File: config.mk
export PLATFORM = sky130hd
export DESIGN_NAME = button_debouncer
export DESIGN_NICKNAME = d
export VERILOG_FILES = /design/src/rtl/button_debouncer.sv
export SDC_FILE = /design/constraint.sdc
export NUM_CORES = 1
export LEC_CHECK = 0
export CORE_MARGIN = 2
export CORE_UTILIZATION = 54
export CTS_BUF_LIST = sky130_fd_sc_hd__clkbuf_16
export CTS_CLUSTER_DIAMETER = 150
export CTS_CLUSTER_SIZE = 25
export DETAILED_ROUTE_END_ITERATION = 10
export PLACE_DENSITY = 0.79
export SETUP_SLACK_MARGIN = 0.2
export SKIP_CTS_REPAIR_TIMING = 1
export SLEW_MARGIN = 30
export SYNTH_ARGS = -nofsm -noshare
export SYNTH_HDL_FRONTEND = slang
export SYNTH_SLANG_ARGS = --single-unit
File: constraint.sdc
create_clock -name i_clk -period 2.7 [get_ports i_clk]
set_clock_uncertainty 0.2 [all_clocks]
set_input_delay 0.27 -clock i_clk [delete_from_list [all_inputs] [get_ports i_clk]]
set_output_delay 0.27 -clock i_clk [all_outputs]
set_load 0.03 [all_outputs]
File: src/rtl/button_debouncer.sv
// Button debouncer: synchronizes N raw push-buttons into i_clk, debounces each channel
// independently and reports a clean level plus one-cycle press/release strobes.
// Optional feature macro: BTN_LONG_PRESS_EN adds a per-channel long-press strobe on o_long;
// without it o_long is tied low and the hold counters are not built.
module button_debouncer #(
  parameter int unsigned N_BTN           = 4,
  parameter int unsigned DEBOUNCE_CYCLES = 250000,
  parameter int unsigned CNT_WIDTH       = 18,
  parameter int unsigned LONG_CYCLES     = 25000000,
  parameter int unsigned LONG_WIDTH      = 25
) (
  input  logic             i_clk,
  input  logic             i_rst,
  input  logic [N_BTN-1:0] i_btn,
  output logic [N_BTN-1:0] o_state,
  output logic [N_BTN-1:0] o_press,
  output logic [N_BTN-1:0] o_release,
  output logic [N_BTN-1:0] o_long
);

  // Elaboration-time sanity checks on the counter sizing.
  if (DEBOUNCE_CYCLES < 2) begin : g_bad_debounce
    $error("DEBOUNCE_CYCLES must be at least 2");
  end
  if ((CNT_WIDTH < 32) && ((64'd1 << CNT_WIDTH) <= 64'(DEBOUNCE_CYCLES))) begin : g_bad_cnt
    $error("CNT_WIDTH too narrow to hold DEBOUNCE_CYCLES-1");
  end
  if ((LONG_WIDTH < 32) && ((64'd1 << LONG_WIDTH) <= 64'(LONG_CYCLES))) begin : g_bad_long
    $error("LONG_WIDTH too narrow to hold LONG_CYCLES-1");
  end

  localparam logic [CNT_WIDTH-1:0] CntMax = CNT_WIDTH'(DEBOUNCE_CYCLES - 1);

  logic [N_BTN-1:0]     sync1_q;
  logic [N_BTN-1:0]     sync2_q;
  logic [CNT_WIDTH-1:0] cnt_q [N_BTN];
  logic [CNT_WIDTH-1:0] cnt_d [N_BTN];
  logic [N_BTN-1:0]     state_q, state_d;
  logic [N_BTN-1:0]     press_q, press_d;
  logic [N_BTN-1:0]     release_q, release_d;

  // Two-flop synchronizer; only sync2_q is ever consumed downstream.
  always_ff @(posedge i_clk or posedge i_rst) begin
    if (i_rst) begin
      sync1_q <= '0;
      sync2_q <= '0;
    end else begin
      sync1_q <= i_btn;
      sync2_q <= sync1_q;
    end
  end

  // Debounce next-state: count consecutive mismatches, accept on the last one.
  always_comb begin
    state_d   = state_q;
    press_d   = '0;
    release_d = '0;
    for (int i = 0; i < N_BTN; i++) begin
      cnt_d[i] = '0;
      if (sync2_q[i] != state_q[i]) begin
        if (cnt_q[i] == CntMax) begin
          // Counter returns to 0 here, so it can never pass CntMax.
          state_d[i]   = sync2_q[i];
          press_d[i]   = sync2_q[i];
          release_d[i] = ~sync2_q[i];
        end else begin
          cnt_d[i] = cnt_q[i] + CNT_WIDTH'(1);
        end
      end
    end
  end

  // Debounce state, counters and registered strobes.
  always_ff @(posedge i_clk or posedge i_rst) begin
    if (i_rst) begin
      for (int i = 0; i < N_BTN; i++) begin
        cnt_q[i] <= '0;
      end
      state_q   <= '0;
      press_q   <= '0;
      release_q <= '0;
    end else begin
      for (int i = 0; i < N_BTN; i++) begin
        cnt_q[i] <= cnt_d[i];
      end
      state_q   <= state_d;
      press_q   <= press_d;
      release_q <= release_d;
    end
  end

  assign o_state   = state_q;
  assign o_press   = press_q;
  assign o_release = release_q;

`ifdef BTN_LONG_PRESS_EN
  localparam logic [LONG_WIDTH-1:0] LongMax = LONG_WIDTH'(LONG_CYCLES - 1);

  logic [LONG_WIDTH-1:0] hold_q [N_BTN];
  logic [LONG_WIDTH-1:0] hold_d [N_BTN];
  logic [N_BTN-1:0]      done_q, done_d;
  logic [N_BTN-1:0]      long_q, long_d;

  // Hold counter: restart on press/release, fire once at the limit, then park until re-armed.
  always_comb begin
    done_d = done_q;
    long_d = '0;
    for (int i = 0; i < N_BTN; i++) begin
      hold_d[i] = hold_q[i];
      if (press_d[i] || release_d[i]) begin
        hold_d[i] = '0;
        done_d[i] = 1'b0;
      end else if (state_q[i] && !done_q[i]) begin
        if (hold_q[i] == LongMax) begin
          long_d[i] = 1'b1;
          done_d[i] = 1'b1;
        end else begin
          hold_d[i] = hold_q[i] + LONG_WIDTH'(1);
        end
      end
    end
  end

  // Long-press state and registered strobe.
  always_ff @(posedge i_clk or posedge i_rst) begin
    if (i_rst) begin
      for (int i = 0; i < N_BTN; i++) begin
        hold_q[i] <= '0;
      end
      done_q <= '0;
      long_q <= '0;
    end else begin
      for (int i = 0; i < N_BTN; i++) begin
        hold_q[i] <= hold_d[i];
      end
      done_q <= done_d;
      long_q <= long_d;
    end
  end

  assign o_long = long_q;
`else
  assign o_long = '0;
`endif

endmodule
==> key figures, run 1 <==
Logic synthesis
  • Mapped Area: 0.004375 mm²
  • Cells after Synth: about 420
  • Most frequent cells after synthesis: 92 x dfrtp_1, 64 x nor2_1, 35 x xnor2_1
  • Sequential fraction of the synthesis area: 52.62%
  • Post-synth EDFFs: 0
  • Synth area leader: dfrtp_1
  • Most used DFF post-synth: dfrtp_1
  • Avg Cell Area, Syn: 10.54 µm²
  • Async SR Flop Fraction: 100.0%
  • Synth top area share: 52.62%
  • Synth warnings: 0
  • Post-synthesis register bit count: 92
  • Largest cells by area after synthesis: dfrtp_1 53%, xnor2_1 7.0%, nor2_1 5.5%
  • Synth unique cells: 47
  • Count leader, synth: dfrtp_1

Setup path
  • Critical Path RT: between 2 and 3 ns
  • Critical Path AT: between 2 and 2.5 ns
  • Max FO, Critical Path: 10
  • Crit path largest cell delay: 0.58 ns
  • Top Family by Delay on Critical Path: compound AO/OA/AOI/OAI gates
  • Crit end category: flop
  • Kind of critical path: flop to flop
  • Startpoint Class: flop
  • Cell Chain, Critical Path: nor4_1 -> nand2_1 -> o41ai_4 -> buf_4 -> nor2_1
  • WP buf/inv: 1
  • Slowest cell on crit path: o41ai_4

Die
  • Starting Density: 56.04%
  • Die span in x: between 90 and 100 µm
  • CORE AREA: 0.007807 mm²
  • Row Count: 32
  • Die Ht: 94.02 µm
  • Die area: 0.008839 mm²
  • IO Count: 22

Final layout
  • Register Area: between 0.002 and 0.0025 mm²
  • Final Util: between 60 and 70%
  • Non-Filler Instances: 542
  • N_diodes: 0
  • Share of cells above drive strength 1: 9.091%
  • Area delta synth->final: 12.50%
  • Fill cells: 613
  • Area of the multi-input gates: 0.001974 mm²
  • Nets: 445

STA
  • Final min period: 2.198 ns
  • Endpoints failing hold: 0
  • Max-slew violations: 0
  • Setup violators final: 0
  • Fmax: 455.0 MHz
  • Worst-Margin Slew: 0.6024 ns
  • Slew headroom: 59.84%
  • Final WS setup: 0.5022 ns
  • Crit share post-route: 81.40%
  • RSZ-0062 raised after global routing: no
  • Setup TNS: 0 ns
  • Hold_ws: 0.1476 ns

Run
  • Max-cap viol count: 0

Routing
  • TritonRoute pass-1 iters: 4
  • Routed vias: between 3000 and 4000
  • Vias/cell: 5.736
  • DRT Wirelength: around 7900 µm
  • ANT nets after route: 0
  • Wire length per cell: approximately 15 µm
  • Initial DRC count: about 140
  • Drt drc: 0

Global routing
  • First-pass GRT wire length: 14080 µm
  • Global route total overflow: 0
  • GRT Total Usage: 20.20%
  • Largest net degree at the start of global routing: a little over 90
  • Initial antenna violation count: 0
  • Vias in the first global route: about 3000

Clocking
  • Clock Tree Buf Depth: 2
  • H-Tree Depth: 3
  • Root Buffer: clkbuf_16
  • CTS tree: built
  • Clock Latency Late Sink: 0.34 ns
  • Clock sink count: 92
  • CTS buffer count: 9
  • Reg clk slew, reported paths: 0.06 ns

Run status
  • Status: finished clean

Place
  • Post-Place Setup Slack: between 0.5 and 0.6 ns
  • Placed insts: 526
  • Gpl congestion: 0.9030
  • I/O Buffers: 17
  • Post-DP HPWL: 5142 µm

Power
  • Maximum vdd drop: roughly 0.32 mV
  • Pwr/cell area: 544.7 mW/mm²
  • LEAKAGE: 0.002034 µW

Hold path
  • Worst Hold Class: flop to flop
[worst reg2reg max path, stage by stage (launching register included)]
cell     delay (ns)
dfrtp_1        0.47
nor4_1         0.35
nand2_1        0.17
o41ai_4        0.58
buf_4          0.26
nor2_1         0.07
[logic make-up after synthesis]
group | count (synthesis) | share of synthesized area [%]
multiplexers | 4 | 1.201
flip-flops | 92 | 52.62
AND/OR/NAND/NOR | 210 | 26.68
buffers and inverters | 22 | 2.517
XOR/XNOR | 58 | 11.61
other | 1 | 0.08571
AO/OA/AOI/OAI | 24 | 4.146
adder cells (fa/ha/maj) | 4 | 1.144
[through the flow]
stage	total power (µW)	instance area (µm²)
final	2681	4922
after floorplan	1514	4390
after CTS	2709	4922
after detailed placement	1545	4647
after global placement	1542	4647
after global routing	2789	4922
[cell type report]
| cell class | count | area share (%) |
|---|---|---|
| Clock buffer | 9 | 4.575 |
| Clock inverter | 7 | 1.017 |
| Inverter | 7 | 0.6101 |
| Timing Repair Buffer | 21 | 4.321 |
| Sequential cell | 92 | 46.77 |
| Tap cell | 102 | 2.593 |
| Multi-Input combinational cell | 304 | 40.11 |
[state kept, by name, summed over array words and instances, names as in the netlist]
name       count
cnt_q         72
o_press        4
o_release      4
o_state        4
sync1_q        4
sync2_q        4
[metal layers]
layer | track usage (%) | part of all wire (%)
met4 | 9.903 | 1.2
met1 | 28.03 | 47
met5 | 0 | 0
met2 | 30.54 | 48
met3 | 3.933 | 3.9
[final timing paths]
path,startpoint,end,slack [ns],depth (start not counted)
min in group asynchronous,i_rst,cnt_q[65],0.20,3
max reg2reg,cnt_q[45],cnt_q[47],0.50,5
min,sync1_q[3],sync2_q[3],0.15,0
max in group asynchronous,i_rst,cnt_q[14],1.73,3
max,cnt_q[45],cnt_q[47],0.50,5
min reg2reg,sync1_q[3],sync2_q[3],0.15,0
[power breakdown]
part / total, µW / switching (µW) / internal [µW]
Combinational: 99.0 / 66.2 / 32.8
Clock: 1160 / 534 / 629
Sequential: 1420 / 20.9 / 1400
Total: 2680 / 621 / 2060
[layout by cell type, fill, tap and decap left out, types with 3 or more instances in the layout]
cell and n:
a21oi_1 10, and3_1 7, and4_1 9, buf_4 3
clkbuf_16 9, clkdlybuf4s50_1 17, clkinvlp_4 3, conb_1 4
dfrtp_1 92, ha_1 4, inv_1 7, inv_6 3
nand2_1 20, nand3_1 26, nand4_1 20, nand4_2 3
nor2_1 64, nor3_1 9, nor3b_1 8, nor4_1 13
nor4b_1 4, o21ai_0 6, o31ai_1 3, or3_1 4
or4_1 3, xnor2_1 35, xor2_1 23
Note: power is estimated with default switching activity, not from simulation.
==> inputs of run 2 (changes only) <==
- clock period: 2.7 -> 1.9 ns (I/O delays scaled with it)
==> run 2 against run 1 <==
The flow now finishes with violations (negative hold slack, negative setup slack); sequential share of layout area decreased by 10 points; critical path depth decreased by 1; highest routed layer unchanged; global-route usage increased by 1.8 points; total power increased by 46%; largest cell class is now multi-input gates; combinational power increased to 2.5 times the previous value; worst hold slack got worse by 0.18 ns; clock-buffer cell count unchanged; flip-flop and latch count unchanged.
==> key figures, run 2 (synthesis results as in run 1) <==
STA
  • RSZ-0062 raised after global routing: yes
  • Max-slew violations: 0 (unchanged)
  • Setup TNS: -0.6569 ns (-0.6569 ns)
  • Fmax: 491.7 MHz (+8.1%)
  • Final WS setup: -0.1338 ns (-0.6360 ns)
  • Final min period: 2.034 ns (-0.1640 ns)
  • Endpoints failing hold: 12 (+12)
  • Hold_ws: -0.03517 ns (-0.1828 ns)
  • Setup violators final: 25 (+25)
  • Crit share post-route: 107.0% (+26 points)

Setup path
  • Crit end category: flop
  • WP buf/inv: 0 (-1)
  • Crit. Startpoint: cnt_q[1]
  • Crit path largest cell delay: 0.57 ns (about the same)
  • Critical Path RT: 1.93 ns (-0.79 ns)
  • Max FO, Critical Path: 4 (-6)
  • Cell Chain, Critical Path: ha_2 -> nand3_1 -> or4_4 -> mux2_4
  • Startpoint Class: flop
  • RR Endpoint: o_state[3]
  • Kind of critical path: flop to flop
  • Reg2reg setup slack: -0.13 ns (-0.64 ns)
  • Worst reg2reg startpoint: cnt_q[1]
  • Crit path depth: 4 (-1)
  • Critical Path AT: 2.06 ns (-0.16 ns)
  • Slowest cell on crit path: or4_4
  • Top Family by Delay on Critical Path: simple AND/OR/NAND/NOR gates
  • R2r worst-path depth: 4 (-1)

Routing
  • Drt drc: 0 (unchanged)
  • Vias/cell: 6.145 (+7.1%)
  • ANT nets after route: 0 (unchanged)
  • DRT Wirelength: 12830 µm (+62%)
  • TritonRoute pass-1 iters: 5 (+1)
  • Wire length per cell: 20.43 µm (+39%)
  • Routed vias: 3859 (+24%)
  • Initial DRC count: 170 (+26%)

Clocking
  • Reg clk slew, reported paths: 0.07 ns (about the same)
  • Root Buffer: clkbuf_16
  • Clock sink count: 92 (unchanged)
  • H-Tree Depth: 3 (unchanged)
  • CTS tree: built
  • Clock Latency Late Sink: 0.35 ns (about the same)
  • CTS buffer count: 9 (unchanged)
  • Clock Tree Buf Depth: 2 (unchanged)

Final layout
  • Share of cells above drive strength 1: 42.02% (+33 points)
  • Area of the multi-input gates: 0.002584 mm² (+31%)
  • Fill cells: 414 (-32%)
  • Largest register FFs: 72 (unchanged)
  • N_diodes: 0 (unchanged)
  • Nets: 531 (+19%)
  • Final Util: 80.83% (+18 points)
  • Area delta synth->final: 44.24%
  • Most frequent cells in the layout: 83 x dfrtp_1, 67 x buf_4, 31 x xnor2_1, 30 x nor2_4, 27 x nor2_1
  • Final Cell Area: 0.006311 mm² (+28%)
  • Commonest non-fill, non-tap cell in the layout: dfrtp_1
  • Register Area: 0.002313 mm² (+0.49%)
  • Biggest register: cnt_q

Die
  • Starting Density: 56.04% (unchanged)
  • IO Count: 22 (unchanged)
  • Row Count: 32 (unchanged)
  • Die span in x: 94.02 µm (unchanged)
  • Die Ht: 94.02 µm (unchanged)
  • Die area: 0.008839 mm² (unchanged)
  • CORE AREA: 0.007807 mm² (unchanged)

Power
  • Pwr/cell area: 620.2 mW/mm² (+14%)
  • Net Switching: 956.5 µW (+54%)
  • Switch share: 24.44% (+1.3 points)
  • Clock network power share: 41.9% (-1.5 points)
  • Internal power: 2958 µW (+44%)
  • Maximum vdd drop: 0.5917 mV (+87%)
  • Sequential Power Share: 51.7% (-1.2 points)
  • Comb pwr share: 6.4% (+2.7 points)
  • LEAKAGE: 0.002786 µW (+37%)
  • Final Power: 3914 µW (+46%)

Place
  • Gpl congestion: 0.8639 (-4.3%)
  • Post-Place Setup Slack: -0.1349 ns (-0.6614 ns)
  • Post-DP HPWL: 6033 µm (+17%)
  • Placed inst area: 0.005062 mm² (+8.9%)
  • I/O Buffers: 17 (unchanged)

Global routing
  • GRT Total Usage: 22.02% (+1.8 points)
  • First-pass GRT wire length: 15380 µm (+9.2%)
  • Initial antenna violation count: 0 (unchanged)
  • Global route total overflow: 0 (unchanged)
  • Vias in the first global route: 3378 (+12%)
  • Largest net degree at the start of global routing: 48 (-48%)

Hold path
  • Worst Hold Class: input pin to asynchronous set/reset pin

Run status
  • Failing checks: negative hold slack, negative setup slack
  • Status: finished with violations

Run
  • Max-cap viol count: 0 (unchanged)
==> run 2: layout make-up <==
cell class,instances,area share (%)
Clock buffer,9,3.569
Clock inverter,7,0.5749
Inverter,7,0.4758
Multi-Input combinational cell,304,40.94
Sequential cell,92,36.66
Tap cell,102,2.022
Timing Repair Buffer,107,15.76
==> run 2: stage by stage <==
| stage | hold WS [ns] | std cells |
|---|---|---|
| 2_1_floorplan | 0.02143 | 418 |
| 3_3_place_gp | 0.1328 | 570 |
| 3_5_place_dp | 0.1364 | 570 |
| 4_1_cts | -0.009386 | 586 |
| 5_1_grt | 0.02277 | 628 |
| 6_report | -0.03517 | 628 |
==> run 2: power groups by stage <==
stage | clock [µW] | combinational (µW) | sequential (µW)
after floorplan | 0 | 112 | 2050
after global placement | 0 | 161 | 2050
after detailed placement | 0 | 166 | 2050
after CTS | 1600 | 167 | 2020
after global routing | 1740 | 269 | 2030
final | 1640 | 249 | 2020
==> run 2: metal layers <==
layer  track usage (%)  wire [µm]  vias up  part of all wire [%]
li1                  -          -     1662                     -
met1             29.22       4983     1951                    39
met2             36.90       6526      196                    51
met3             3.130        770       50                   6.0
met4             8.213        551        0                   4.3
met5                 0          0        -                     0
==> run 2: how the worst max path moves through the flow <==
stage | slack [ns] | endpoint
5_1_grt | -0.20 | o_state[3]
3_5_place_dp | -0.13 | o_state[3]
3_3_place_gp | -0.09 | o_state[3]
4_1_cts | -0.15 | o_state[3]
6_report | -0.13 | o_state[3]
2_1_floorplan | -0.15 | o_state[3]
